File: src/rtl/uart_tx_if.sv
// Byte handshake and serial-line bundle between a byte producer and uart_tx.
interface uart_tx_if;
  logic       tx_valid;
  logic [7:0] data_in;
  logic       tx_ready;
  logic       tx;
  logic       tx_busy;
  logic       tx_done;

  modport master (
    output tx_valid, data_in,
    input  tx_ready, tx, tx_busy, tx_done
  );

  modport slave (
    input  tx_valid, data_in,
    output tx_ready, tx, tx_busy, tx_done
  );
endinterface

File: src/rtl/uart_tx.sv
// UART transmitter: 1-deep holding register feeding an 8N/E/O + 1/2-stop frame FSM.
// Assumes at least two clocks per bit (freq/baud_rate >= 2).
module uart_tx #(
  parameter int freq      = 100_000_000,
  parameter int baud_rate = 9600,
  parameter int parity    = 0,
  parameter int stop_bits = 1
) (
  input  logic     clk,
  input  logic     rst,
  uart_tx_if.slave bus
);

  localparam int BIT = freq / baud_rate;
  localparam int CW  = $clog2(BIT + 1);
  localparam logic [CW-1:0] CNT_LAST  = CW'(BIT - 1);
  localparam logic [CW-1:0] CNT_PRE   = CW'(BIT - 2);
  localparam logic [2:0]    STOP_LAST = 3'(stop_bits - 1);

  typedef enum logic [2:0] {IDLE, START, DATA, PARITY, STOP} state_t;

  state_t        state;
  logic [CW-1:0] cnt;
  logic [2:0]    idx;
  logic          hold_full;
  logic [7:0]    hold_data;
  logic [7:0]    shift;
  logic          par_bit;
  logic          tx_r;
  logic          busy_r;
  logic          done_r;

  logic bit_end;
  logic stop_end;
  logic load;
  logic accept;

  function automatic logic parity_of(input logic [7:0] d);
    return (^d) ^ (parity == 2);
  endfunction

  assign bit_end  = (cnt == CNT_LAST);
  assign stop_end = (state == STOP) && bit_end && (idx == STOP_LAST);
  assign load     = hold_full && ((state == IDLE) || stop_end);
  assign accept   = bus.tx_valid && !hold_full;

  assign bus.tx_ready = ~hold_full;
  assign bus.tx       = tx_r;
  assign bus.tx_busy  = busy_r;
  assign bus.tx_done  = done_r;

  always_ff @(posedge clk) begin
    if (!rst) begin
      state     <= IDLE;
      cnt       <= '0;
      idx       <= '0;
      hold_full <= 1'b0;
      tx_r      <= 1'b1;
      busy_r    <= 1'b0;
      done_r    <= 1'b0;
    end else begin
      done_r <= 1'b0;
      if (accept)
        hold_full <= 1'b1;
      else if (load)
        hold_full <= 1'b0;

      // A full holding register at IDLE or at the end of STOP starts the next frame at once.
      if (load) begin
        state  <= START;
        tx_r   <= 1'b0;
        busy_r <= 1'b1;
        cnt    <= '0;
        idx    <= '0;
      end else begin
        case (state)
          IDLE: begin
            tx_r   <= 1'b1;
            busy_r <= 1'b0;
          end
          START: begin
            if (bit_end) begin
              state <= DATA;
              tx_r  <= shift[0];
              cnt   <= '0;
              idx   <= '0;
            end else begin
              cnt <= cnt + 1'b1;
            end
          end
          DATA: begin
            if (bit_end) begin
              cnt <= '0;
              if (idx == 3'd7) begin
                idx <= '0;
                if (parity != 0) begin
                  state <= PARITY;
                  tx_r  <= par_bit;
                end else begin
                  state <= STOP;
                  tx_r  <= 1'b1;
                end
              end else begin
                idx  <= idx + 1'b1;
                tx_r <= shift[1];
              end
            end else begin
              cnt <= cnt + 1'b1;
            end
          end
          PARITY: begin
            if (bit_end) begin
              state <= STOP;
              tx_r  <= 1'b1;
              cnt   <= '0;
              idx   <= '0;
            end else begin
              cnt <= cnt + 1'b1;
            end
          end
          STOP: begin
            if (bit_end) begin
              cnt <= '0;
              if (idx == STOP_LAST) begin
                state  <= IDLE;
                tx_r   <= 1'b1;
                busy_r <= 1'b0;
              end else begin
                idx <= idx + 1'b1;
              end
            end else begin
              cnt <= cnt + 1'b1;
              // Raise done one clock early so it is registered on the final stop clock.
              if ((cnt == CNT_PRE) && (idx == STOP_LAST))
                done_r <= 1'b1;
            end
          end
          default: state <= IDLE;
        endcase
      end
    end
  end

  always_ff @(posedge clk) begin
    if (accept)
      hold_data <= bus.data_in;
    if (load) begin
      shift   <= hold_data;
      par_bit <= parity_of(hold_data);
    end else if ((state == DATA) && bit_end) begin
      shift <= shift >> 1;
    end
  end

endmodule

File: src/flat_wrapper.sv
// flat-port wrapper written by rule: the top's interface ports become plain ports
module uart_tx_flat 
#(
  parameter int freq      = 100_000_000,
  parameter int baud_rate = 9600,
  parameter int parity    = 0,
  parameter int stop_bits = 1
)
  (clk, rst, bus_tx_valid, bus_data_in, bus_tx_ready, bus_tx, bus_tx_busy, bus_tx_done);
  uart_tx_if bus_i ();
  input  logic clk;
  input  logic rst;
  input wire logic [$bits(bus_i.tx_valid)-1:0] bus_tx_valid;
  input wire logic [$bits(bus_i.data_in)-1:0] bus_data_in;
  output wire logic [$bits(bus_i.tx_ready)-1:0] bus_tx_ready;
  output wire logic [$bits(bus_i.tx)-1:0] bus_tx;
  output wire logic [$bits(bus_i.tx_busy)-1:0] bus_tx_busy;
  output wire logic [$bits(bus_i.tx_done)-1:0] bus_tx_done;
  assign bus_i.tx_valid = bus_tx_valid;
  assign bus_i.data_in = bus_data_in;
  assign bus_tx_ready = bus_i.tx_ready;
  assign bus_tx = bus_i.tx;
  assign bus_tx_busy = bus_i.tx_busy;
  assign bus_tx_done = bus_i.tx_done;
  uart_tx #(.freq(freq), .baud_rate(baud_rate), .parity(parity), .stop_bits(stop_bits)) u_core (.clk(clk), .rst(rst), .bus(bus_i));
endmodule
File: config.mk
export PLATFORM = sky130hd
export DESIGN_NAME = uart_tx_flat
export DESIGN_NICKNAME = d
export VERILOG_FILES = /design/src/rtl/uart_tx_if.sv /design/src/rtl/uart_tx.sv /design/src/flat_wrapper.sv
export SDC_FILE = /design/constraint.sdc
export NUM_CORES = 1
export LEC_CHECK = 0
export ABC_AREA = 1
export CAP_MARGIN = 20
export CORE_MARGIN = 8
export CORE_UTILIZATION = 33
export DETAILED_ROUTE_END_ITERATION = 16
export REMOVE_ABC_BUFFERS = 1
export SLEW_MARGIN = 30
export SYNTH_ARGS = -nofsm -noshare
export SYNTH_HDL_FRONTEND = slang
export SYNTH_SLANG_ARGS = --single-unit
export TNS_END_PERCENT = 5
File: constraint.sdc
create_clock -name clk -period 2.3 [get_ports clk]
set_clock_uncertainty 0.1 [all_clocks]
set_input_delay 0.345 -clock clk [delete_from_list [all_inputs] [get_ports clk]]
set_output_delay 0.345 -clock clk [all_outputs]
set_load 0.1 [all_outputs]
==> summary.txt, run 1 <==
DP HPWL -> 3170 µm
Largest net degree at the start of global routing -> 20
Vias -> 1695
LEAKAGE -> 0.893 nW
Post-CTS Hold Buffers -> 0
Least-Margin Pin Slew -> 0.572 ns
Clock Root Buffer -> clkbuf_8
Reg2reg start -> u_core.cnt[1]
DIE AREA -> 9100 µm²
Clk Latency, worst-skew pair -> 0.29 ns
Busiest grt layer -> met2
Buffer count from post-CTS setup fixing -> 0
CP Cell Sequence -> ha_1 > nand3_2 > nor2_2 > nand3_2 > nand2_4 > nand2_4 > o21ai_0 > buf_4
Final critical-path share of the clock period -> 0.890
Setup ws final -> 0.253 ns
Mean Syn Cell Area -> 8.00 µm²
Worst EP arrival -> 1.96 ns
Grt ovf -> 0
Buf/Inv on CP -> 1
Fin. max-slew vios -> 0
YS warnings -> 0
CTS tree -> built
Die height -> 95.4 µm
First-pass GRT wire length -> 7580 µm
Fillers -> 656
Syn Inst Count -> 260
Slowest cell delay on critical path -> 0.38 ns
DRT Pass-1 Iters -> 4
Top cells by area, synth -> dfxtp_1 (23%), edfxtp_1 (23%), nand2_1 (11%)
Worst Min Path Start -> u_core.bus.tx
Yosys top cell by area -> dfxtp_1
Num ports -> 15
Util after Layout -> 0.383
I/O Buffers -> 14
Register share of total power -> 0.505
Slew HR -> 0.617
Met1 Usage GRT -> 0.139
CTS Buf Count -> 5
Core ar. -> 6240 µm²
Vias in the first global route -> 1676
Clock Tree Buf Depth -> 2
Yosys cell types -> 34
Post-Syn Area -> 2080 µm²
Setup crit end kind -> register
Avg Vias per Cell -> 4.76
Final Setup Violations -> 0
Worst-path fanout max -> 14
Clock Power Share -> 0.373
Met3 Usage GRT -> 0.0260
Setup CP Type -> reg2reg
Site Rows -> 29
Drt first-iter violations -> 73
Detail Route Antenna Nets -> 0
Ant diodes -> 0
Hold WC Path Type -> reg2reg
Pwr dens -> 659 nW/µm²
Req. time, crit path -> 2.21 ns
Final WL -> 4250 µm
Area grow syn2layout -> 14.7%
Switch Pwr -> 0.412 mW
Yosys top cell area share -> 0.231
Outcome -> finished, final reports clean
Drt wl/cell -> 11.9 µm
IR drop worst, VDD -> 0.000335 V
Worst path slowest cell -> dfxtp_1
Antenna violations before repair -> 0
Ratio of cells with drive above 1 in the final layout -> 0.118
DIE WIDTH -> 95.4 µm
Comb pwr share -> 0.122
RSZ-0062 raised after global routing -> no
Met2 Usage GRT -> 0.155
Seq/Total Area, Yosys -> 0.462
Sw Ratio -> 0.262
DRC viols -> 0
Final hold violation count -> 0
Reg clk slew, reported paths -> 0.08 ns
Internal power -> 1.16 mW
Critical Path Start -> u_core.cnt[1]
Max-cap viol count -> 0
Delay-heaviest family, CP -> simple AND/OR/NAND/NOR gates
Max Clock Freq -> 488 MHz
Setup TNS -> 0 ns
Starting density of the core -> 0.333
Final nets -> 294
CP Launch Type -> register
GRT Total Usage -> 0.104
Num Clock Sinks -> 40
# resized after CTS -> 0
Number of H-tree levels -> 2
Seq cells post-synth -> 40
Routability cong. -> 0.826
Fin crit period -> 2.05 ns
Dpl ws -> 0.285 ns
[worst reg2reg max path, stage by stage (launching register included)]
cell     delay (ns)
dfxtp_1        0.38
ha_1           0.26
nand3_2        0.14
nor2_2         0.19
nand3_2        0.12
nand2_4        0.14
nand2_4        0.13
o21ai_0        0.11
buf_4          0.19
[layout by cell type (no fill, tap or decap), types with 2 or more instances in the layout]
cell / netlist / routed
dfxtp_1: 24 / 24
nor2_1: 24 / 24
clkinv_4: 0 / 2
a21oi_1: 19 / 19
o21ai_2: 2 / 2
nand3_1: 24 / 24
nor2_2: 3 / 3
clkdlybuf4s50_1: 0 / 10
nand2_1: 61 / 61
buf_4: 0 / 8
ha_1: 5 / 5
clkbuf_8: 0 / 5
nand4_1: 9 / 9
inv_2: 2 / 2
nand2_2: 3 / 3
inv_1: 26 / 26
nand2_4: 3 / 3
edfxtp_1: 16 / 16
o21ai_0: 7 / 7
nand3_2: 2 / 2
nor3_1: 8 / 8
[per-stage QoR]
stage	cell area [µm²]	hold WS [ns]	std cells	power (mW)
CTS	2390	0.397	356	1.60
finish	2390	0.396	356	1.57
detailed placement	2270	0.365	348	1.00
global placement	2270	0.372	348	1.00
floorplan	2010	0.330	253	0.943
global route	2390	0.418	356	1.65
[state kept, by name, summed over array words and instances (netlist names)]
| register | flops |
|---|---|
| u_core.bus.tx | 1 |
| u_core.bus.tx_busy | 1 |
| u_core.idx | 3 |
| u_core.cnt | 14 |
| u_core.shift | 8 |
| u_core.state | 3 |
| u_core.hold_data | 8 |
| u_core.bus.tx_done | 1 |
| u_core.hold_full | 1 |
[cell usage after synthesis]
master	instances
o21ai_1	1
nand2_2	3
nand3_2	2
o21ai_2	2
nand2_1	61
nand3_1	24
a21o_1	1
o22ai_1	1
xor2_1	1
edfxtp_1	16
o2111ai_1	1
nand4_1	9
o31ai_1	1
inv_2	2
xnor2_1	1
or2_0	1
nor3_1	8
or3_1	1
nor2_4	1
a31oi_1	1
buf_6	5
and3_1	1
dfxtp_1	24
o21bai_1	1
ha_1	5
or2_2	1
nand2_4	3
a21oi_1	19
nor2_1	24
buf_2	2
nor4b_1	1
nor2_2	3
o21ai_0	7
inv_1	26
[kinds of logic (layout without fill, tap and decap cells)]
group                    after synthesis  in the layout  share of synthesized area
XOR/XNOR                               2              2                    0.00842
AO/OA/AOI/OAI                         35             35                     0.0944
adder cells (fa/ha/maj)                5              5                     0.0301
buffers and inverters                 35             54                     0.0824
AND/OR/NAND/NOR                      143            143                      0.323
flip-flops                            40             40                      0.462
[area by class of cell]
type,count,area (µm²),share of cell area
sequential,40,961,0.403
multi-input combinational,185,948,0.397
timing repair buffer,18,160,0.0671
inverter,28,105,0.0440
tap,77,96.3,0.0404
clock buffer,5,68.8,0.0288
clock inverter,3,47.5,0.0199
[metal layers]
layer | up-vias | part of all wire
met5 | - | 0
met4 | 0 | 0.017
met3 | 7 | 0.030
met2 | 26 | 0.43
met1 | 755 | 0.53
li1 | 907 | -
[path summary, 6_finish.rpt]
| kind | to | slack (ns) | depth (start not counted) |
|---|---|---|---|
| worst max register to register | u_core.shift[5] | 0.25 | 8 |
| worst min register to register | u_core.bus.tx | 0.40 | 2 |
| worst min-delay path | u_core.bus.tx | 0.40 | 2 |
| worst max-delay path | u_core.shift[5] | 0.25 | 8 |
[power groups by stage]
stage	logic, mW	clock network (mW)	registers, mW
2_1_floorplan	0.108	0	0.835
4_1_cts	0.194	0.612	0.795
3_5_place_dp	0.193	0	0.812
6_report	0.191	0.586	0.795
5_1_grt	0.215	0.632	0.800
3_3_place_gp	0.191	0	0.812
Note: power is estimated with default switching activity, not from simulation.
==> inputs of run 2 (changes only) <==
--- a/config.mk
+++ b/config.mk
@@ -11,6 +11,7 @@
 export CORE_UTILIZATION = 33
 export DETAILED_ROUTE_END_ITERATION = 16
 export REMOVE_ABC_BUFFERS = 1
+export SKIP_CTS_REPAIR_TIMING = 1
 export SLEW_MARGIN = 30
 export SYNTH_ARGS = -nofsm -noshare
 export SYNTH_HDL_FRONTEND = slang
==> results of run 2 <==
No change in the layout: final DEF, timing and power equal those of run 1.
